`src/rtl/upd7800_bus_sched_pkg.sv`:
```
// Shared types for the uPD7800 bus scheduler: FSM state encoding and
// the phase index that selects which CPU clock strobe a step produces.
package upd7800_bus_sched_pkg;

  typedef enum logic [1:0] {
    SCH_CPU  = 2'd0,
    SCH_DMA  = 2'd1,
    SCH_TURN = 2'd2
  } e_sched_st;

  localparam logic [1:0] PH_CP1P = 2'd0;
  localparam logic [1:0] PH_CP1N = 2'd1;
  localparam logic [1:0] PH_CP2P = 2'd2;
  localparam logic [1:0] PH_CP2N = 2'd3;

endpackage

```
`src/rtl/upd7800_phase_gen.sv`:
```
// CPU clock phase generator. A divider counts CLK; when it reaches DIV-1 a
// step is flagged, and the following CLK emits the one-cycle strobe for the
// current phase and advances the phase. Dropping run parks everything at
// phase 0 with no pending step, so the CPU clock restarts cleanly.
module upd7800_phase_gen
  import upd7800_bus_sched_pkg::*;
#(
  parameter int DIV = 2
) (
  input  logic       CLK,
  input  logic       RESETB,
  input  logic       run,
  output logic       CP1_POSEDGE,
  output logic       CP1_NEGEDGE,
  output logic       CP2_POSEDGE,
  output logic       CP2_NEGEDGE,
  output logic [1:0] ph
);

  localparam logic [3:0] DIV_LAST = 4'(DIV - 1);

  logic [3:0] div_q, div_d;
  logic [1:0] ph_q, ph_d;
  logic       step_q, step_d;
  logic [3:0] stb_q, stb_d;

  // Divider / pending-step / strobe next state; a stopped generator is parked
  always_comb begin
    div_d  = div_q;
    ph_d   = ph_q;
    step_d = 1'b0;
    stb_d  = '0;
    if (run) begin
      if (div_q == DIV_LAST) begin
        div_d  = '0;
        step_d = 1'b1;
      end else begin
        div_d = div_q + 4'd1;
      end
      if (step_q) begin
        stb_d[ph_q] = 1'b1;
        ph_d        = ph_q + 2'd1;
      end
    end else begin
      div_d = '0;
      ph_d  = PH_CP1P;
    end
  end

  // Counter and strobe registers
  always_ff @(posedge CLK or negedge RESETB) begin
    if (!RESETB) begin
      div_q  <= '0;
      ph_q   <= PH_CP1P;
      step_q <= 1'b0;
      stb_q  <= '0;
    end else begin
      div_q  <= div_d;
      ph_q   <= ph_d;
      step_q <= step_d;
      stb_q  <= stb_d;
    end
  end

  assign CP1_POSEDGE = stb_q[PH_CP1P];
  assign CP1_NEGEDGE = stb_q[PH_CP1N];
  assign CP2_POSEDGE = stb_q[PH_CP2P];
  assign CP2_NEGEDGE = stb_q[PH_CP2N];
  assign ph          = ph_q;

endmodule

```
`src/rtl/upd7800_bus_sched.sv`:
```
// uPD7800 shared-bus scheduler. The CPU owns the bus and is clocked by the
// phase generator; a video DMA master may take the bus only at a machine-cycle
// boundary (the CP2_NEGEDGE strobe) while the CPU is idle and its post-release
// credit has run out. After DMA releases, a TURN gap of DIV CLKs keeps both
// strobes high before the CPU clock restarts at phase 0.
module upd7800_bus_sched
  import upd7800_bus_sched_pkg::*;
#(
  parameter int DIV     = 2,
  parameter int CPU_MIN = 2
) (
  input  logic        CLK,
  input  logic        RESETB,
  output logic        CP1_POSEDGE,
  output logic        CP1_NEGEDGE,
  output logic        CP2_POSEDGE,
  output logic        CP2_NEGEDGE,
  input  logic [15:0] CPU_A,
  input  logic [7:0]  CPU_DO,
  input  logic        CPU_RDB,
  input  logic        CPU_WRB,
  input  logic        DMA_REQ,
  output logic        DMA_GNT,
  input  logic [15:0] DMA_A,
  input  logic [7:0]  DMA_DO,
  input  logic        DMA_RDB,
  input  logic        DMA_WRB,
  output logic [15:0] MEM_A,
  output logic [7:0]  MEM_DO,
  output logic        MEM_RDB,
  output logic        MEM_WRB
);

  localparam logic [3:0] DIV_LAST  = 4'(DIV - 1);
  localparam logic [3:0] CREDIT_LD = 4'(CPU_MIN);

  e_sched_st  st_q, st_d;
  logic [3:0] credit_q, credit_d;
  logic [3:0] turn_q, turn_d;
  logic       gnt_q;
  logic       run;
  logic       boundary;
  logic [1:0] ph;

  upd7800_phase_gen #(
    .DIV (DIV)
  ) u_phase (
    .CLK         (CLK),
    .RESETB      (RESETB),
    .run         (run),
    .CP1_POSEDGE (CP1_POSEDGE),
    .CP1_NEGEDGE (CP1_NEGEDGE),
    .CP2_POSEDGE (CP2_POSEDGE),
    .CP2_NEGEDGE (CP2_NEGEDGE),
    .ph          (ph)
  );

  // The CP2_NEGEDGE strobe marks the end of a machine cycle; the phase has
  // already wrapped to 0 by then.
  assign boundary = (st_q == SCH_CPU) && CP2_NEGEDGE && (ph == PH_CP1P);

  // The CPU clock only runs while the CPU keeps the bus this cycle and next,
  // so no strobe can leak into the first DMA cycle even when DIV=1.
  assign run = (st_q == SCH_CPU) && (st_d == SCH_CPU);

  // Scheduler next state: grant at a boundary, release on request drop, TURN gap
  always_comb begin
    st_d     = st_q;
    credit_d = credit_q;
    turn_d   = turn_q;
    case (st_q)
      SCH_CPU: begin
        if (boundary) begin
          // The credit spent by the machine cycle just finished counts
          // toward this grant decision.
          credit_d = (credit_q != 4'd0) ? credit_q - 4'd1 : 4'd0;
          if (DMA_REQ && CPU_RDB && CPU_WRB && (credit_d == 4'd0)) begin
            st_d = SCH_DMA;
          end
        end
      end
      SCH_DMA: begin
        if (!DMA_REQ) begin
          st_d   = SCH_TURN;
          turn_d = '0;
        end
      end
      SCH_TURN: begin
        if (turn_q == DIV_LAST) begin
          st_d     = SCH_CPU;
          credit_d = CREDIT_LD;
        end else begin
          turn_d = turn_q + 4'd1;
        end
      end
      default: begin
        st_d = SCH_CPU;
      end
    endcase
  end

  // Scheduler state, credit, TURN counter and registered grant
  always_ff @(posedge CLK or negedge RESETB) begin
    if (!RESETB) begin
      st_q     <= SCH_CPU;
      credit_q <= '0;
      turn_q   <= '0;
      gnt_q    <= 1'b0;
    end else begin
      st_q     <= st_d;
      credit_q <= credit_d;
      turn_q   <= turn_d;
      gnt_q    <= (st_d == SCH_DMA);
    end
  end

  assign DMA_GNT = gnt_q;

  // Shared memory bus mux; strobes are held inactive in TURN and in reset
  always_comb begin
    MEM_A   = CPU_A;
    MEM_DO  = CPU_DO;
    MEM_RDB = CPU_RDB;
    MEM_WRB = CPU_WRB;
    case (st_q)
      SCH_DMA: begin
        MEM_A   = DMA_A;
        MEM_DO  = DMA_DO;
        MEM_RDB = DMA_RDB;
        MEM_WRB = DMA_WRB;
      end
      SCH_TURN: begin
        MEM_RDB = 1'b1;
        MEM_WRB = 1'b1;
      end
      default: ;
    endcase
    if (!RESETB) begin
      MEM_RDB = 1'b1;
      MEM_WRB = 1'b1;
    end
  end

endmodule

```
`config.mk`:
```
export PLATFORM = sky130hd
export DESIGN_NAME = upd7800_bus_sched
export DESIGN_NICKNAME = d
export VERILOG_FILES = /design/src/rtl/upd7800_bus_sched_pkg.sv /design/src/rtl/upd7800_phase_gen.sv /design/src/rtl/upd7800_bus_sched.sv
export SDC_FILE = /design/constraint.sdc
export NUM_CORES = 1
export LEC_CHECK = 0
export BUFFER_PORTS_ARGS = -buffer_cell sky130_fd_sc_hd__buf_2
export CAP_MARGIN = 40
export CORE_MARGIN = 4
export CORE_UTILIZATION = 25
export DETAILED_ROUTE_END_ITERATION = 6
export PLACE_DENSITY = 0.54
export SYNTH_ARGS = -nofsm -noshare
export SYNTH_HDL_FRONTEND = slang
export SYNTH_SLANG_ARGS = --single-unit
export TNS_END_PERCENT = 10
```
`constraint.sdc`:
```
create_clock -name CLK -period 2.2 [get_ports CLK]
set_input_delay 0.11 -clock CLK [delete_from_list [all_inputs] [get_ports CLK]]
set_output_delay 0.11 -clock CLK [all_outputs]
set_load 0.02 [all_outputs]
```
**Yosys cells after proc, flatten, opt, wreduce, memory -nomap -nowiden**

Cells that the tools add are included.

- $add $sub $neg: 4
- Order comparisons: 2
- Eq/ne operators: 10
- Mux-type cells: 28
- Reduce and logical (&&, ||, !) cells: 16

Operators by type and width:

| operator | count |
|---|---|
| two-way mux 4 bit | 9 |
| two-way mux 16 bit | 1 |
| case mux 4 bit (2 select lines) | 2 |
| two-way mux 2 bit | 6 |
| adder 4 x 1 -> 4 bit, second input constant | 2 |
| equality test 4 x 1 -> 1 bit, second input constant | 2 |
| two-way mux 8 bit | 1 |
| inequality test 2 bit, second input constant | 4 |
| logical AND 1 bit | 7 |
| zero test 2 bit | 3 |
| case mux 2 bit (3 select lines) | 1 |
| AND reduction 3 bit | 2 |
| two-way mux 1 bit | 5 |
| equality test 2 x 1 -> 1 bit, second input constant | 2 |
| zero test 4 bit | 1 |
| case mux 1 bit (2 select lines) | 2 |
| nonzero test 2 bit | 2 |
| nonzero test 4 bit | 1 |
| subtractor 4 x 1 -> 4 bit, second input constant | 1 |
| < comparator 2 x 3 -> 1 bit, second input constant | 1 |
| adder 2 x 1 -> 2 bit, second input constant | 1 |
| demux 1 bit (select 2 bit) | 1 |
| equality test 2 bit, second input constant | 1 |
| greater-or-equal comparator 2 x 1 -> 1 bit, second input constant | 1 |
| inequality test 2 x 1 -> 1 bit, second input constant | 1 |

- Bits in registers: 22
- Input bits: 55
- Output and inout bits: 31
- Logic and storage cells: 68

**Longest topological paths before layout**

- Depth in word-level cells: 10
- Gate-level depth with buffers: 8

**Cells and area by module**

Synthesis repeated with hierarchy kept, for this count alone.

- Cells, all modules: 159
- Area, all modules: 1584.0 sq um

By module, submodules not included:

| module | times used | cells an instance | area each (sq um) |
|---|---|---|---|
| upd7800_bus_sched | 1 | 120 | 1091.0 |
| upd7800_phase_gen | 1 | 39 | 493.0 |

**Worst setup path after synthesis**

Ideal clock, no wire load.

- Path kind: reg-to-output
- From: reg st_q[1]
- To: out MEM_A[10]
- Arrival: 1650 ps
- Data required time: 2090 ps
- Slack: 440 ps
- Stages on the path, launching flop included: 6
- Buffers on the path: 2
- Cell sequence: dfrtp_1 inv_1 ha_1 buf_2 buf_1 mux2_2

- Cells in the longest elaborated chain, start to end: 2

Ends and longest elaborated chain:

| element | RTL line | text |
|---|---|---|
| from (decl) | upd7800_bus_sched.sv:37 | `e_sched_st st_q, st_d;` |
| from (signal assigned) | upd7800_bus_sched.sv:110 | `st_q <= st_d;` |
| equality test 2 x 1 -> 1 bit | upd7800_bus_sched.sv:125 | `case (st_q)` |
| two-way mux 16 bit | upd7800_bus_sched.sv:125 |  |
| to (decl) | upd7800_bus_sched.sv:28 | `output logic [15:0] MEM_A,` |

Every way passes these cells.

**Worst setup path in the final report**

- From: reg st_q[1]
- To: out MEM_A[3]

The elaborated chain is that of the path after synthesis.

==> flow_summary.yaml <==
layout:
  multi_input_comb_area_sq_um: 895
  layout-area-overhead-vs-synth_pct: 38.6
  finalNetCount: 314
  antennaDiodeCount: 0
  drive_gt1_frac: 0.488
  fillers: 617
  layout.area.seq_sq_um: 551
clock_network:
  htree_num_levels: 1
  cts_made_buffers: 3
  cts_buffer_depth: 2
  cts.sink_count: 22
  cts_tree: "done"
  clock_tree.root_cell: "clkbuf_8"
  clkSlewWorstSetupHoldPaths_ns: 0.08
  worst_skew_pair.late_latency_ns: 0.25
  cts_setup_buffers: 0
global_route:
  grt_start_max_net_pins: 27
  wire_length_of_the_first_global_routing_pass_mm: 6.42
  first_global_vias: 1336
  overall_global_routing_resource_usage: 0.107
  grt-ovfl-total: 0
  antenna_violations_before_repair: 0
pwr:
  worst_case_vdd_ir_drop_uv: 413
  power.static_leakage_uw: 0.00105
  pwr_density_cell_mw_per_mm2: 750
critical_path:
  critPathRequiredTime_ns: 2.09
  criticalPathCategory: "register to primary output"
  worst_ep_arrival_time_ns: 1.89
  critical_path.startpoint_type: "register"
  path_max_fanout: 26
  timing.critical_path.to_type: "primary output"
detailed_routing:
  drt_pass1_iterations: 4
  vias: 1482
  post_drt_wl_per_cell_microns: 13.1
  drt_iter0_markers: 44
  route.detailed.drc: 0
  wirelength_mm: 4.20
  route.detailed.vias_per_inst: 4.62
  antenna_left: 0
die:
  floorplan.die.height_microns: 85.9
  die_ar_sq_mm: 0.00739
  core_ar_sq_mm: 0.00592
  die-width_microns: 85.9
  initial_utilization: 0.257
  floorplan.io_pins: 86
  placement_rows: 28
yosys:
  synth-edff-count: 0
  async_reset_ff_frac: 1.00
  ys_top_cells_by_area: "dfrtp_1 36%, mux2_2 19%, ha_1 9.9%"
  synth.largest_area_cell: "dfrtp_1"
  synth-main-ff-cell: "dfrtp_1"
  ys_types: 33
  synth_most_common_cell: "mux2_2"
  ys_warn_count: 0
  yosys.area.top_type_share: 0.362
  synth_nets: 227
  synth_sequential_area_ratio: 0.362
  synthCells: 160
  yosys_register_bits: 22
  netlist_area_sq_mm: 0.00152
  average_cell_area_after_synthesis_sq_um: 9.49
  yosys-top-cells-count: "25 x mux2_2, 22 x dfrtp_1, 16 x nand2_1"
sta:
  holdWs_ns: 0.223
  final-max-slew-violation-count: 0
  rsz0062_at_grt: "no"
  period_share: 0.910
  timing.max_slew.rel_slack: 0.757
  setup-tns-final_ns: 0
  fin_clk_skew_ns: 0.00331
  worst_pin_slew_ns: 0.362
  period_minus_slack_ns: 2.00
  max_freq_ghz: 0.500
  setup_viol: 0
  setup_slack_ns: 0.199
  final_hold_viol_count: 0
place:
  place_congestion: 0.875
  pre_cts_slack_ns: 0.243
  detailedPlacementHpwl_mm: 3.47
  placement.io_buffers: 85
hold_path:
  holdCritPathClass: "input pin to register"
run:
  maxCapViolCount: 0
status:
  status: "finished clean"
[where the power goes]
group | leakage, uW | switching (uW) | total [uW] | internal, uW
Clock | 0.0000288 | 117 | 276 | 159
Sequential | 0.000294 | 109 | 628 | 519
Combinational | 0.000726 | 381 | 675 | 295
[critical path: stages (launching register included)]
cell	delay (ns)
dfrtp_1	0.44
inv_1	0.10
ha_1	0.35
buf_12	0.23
mux2_2	0.36
buf_2	0.16
[per-stage QoR]
stage	utilization	instance area (sq um)	instances	power, uW
floorplan	-	1520	160	1100
global placement	0.343	2030	315	1300
detailed placement	0.345	2040	316	1310
CTS	0.356	2110	321	1600
global route	0.356	2110	321	1720
finish	0.356	2110	321	1580
[timing repair]
action,CTS,global route
resized for setup,0,0
hold buffers,1,0
hold endpoints to repair,22,0
endpoints found under the setup margin,0,0
[flip-flops by register name, summed over array words and instances, names as in the netlist]
signal,flops
turn_q,4
st_q,2
DMA_GNT,1
u_phase.step_q,1
credit_q,4
u_phase.ph,2
u_phase.stb_q,4
u_phase.div_q,4
[path summary, 6_finish.rpt]
kind / from / to / slack, ns / depth (start not counted)
worst min register to register: u_phase.div_q[0] / u_phase.div_q[0] / 0.50 / 1
max in group asynchronous: RESETB / u_phase.div_q[1] / 1.53 / 3
worst min-delay path: DMA_REQ / turn_q[1] / 0.22 / 3
min in group asynchronous: RESETB / credit_q[1] / 0.45 / 3
worst max-delay path: st_q[1] / MEM_A[3] / 0.20 / 5
worst max register to register: turn_q[1] / u_phase.div_q[1] / 0.22 / 7
[cell families after synthesis]
| kind of cell | share of synthesized area |
|---|---|
| compound gates | 0.0972 |
| xor+xnor | 0.0173 |
| fa+ha+maj | 0.0988 |
| buf+inv | 0.0486 |
| flops | 0.362 |
| mux | 0.192 |
| simple gates | 0.184 |
[routing by layer]
metal	up-vias	GRT usage	part of all wire
li1	739	-	-
met1	666	0.130	0.41
met3	4	0.0231	0.12
met2	73	0.189	0.46
met5	-	0	0
met4	0	0.0302	0.0095
[area by class of cell]
cell class,instances,share of cell area
Timing Repair Buffer,90,0.227
Tap cell,75,0.0446
Clock buffer,4,0.0261
Sequential cell,22,0.261
Inverter,9,0.0160
Multi-Input combinational cell,121,0.425
[cell usage in the layout, fill, tap and decap left out, types with 2 or more instances in the layout]
cell and instances:
ha_1 12, a21oi_1 7, o21a_1 2, mux2_2 25, xor2_1 2, nor4_1 2
inv_1 9, o21ai_0 9, dfrtp_1 22, nor3_1 14, or3_1 2, buf_2 85
nand2b_1 3, buf_4 3, clkbuf_8 4, nand4_1 3, nand3_1 5, nand2_1 16
nor2_1 6
No activity file was read; power rests on OpenSTA's default activity.
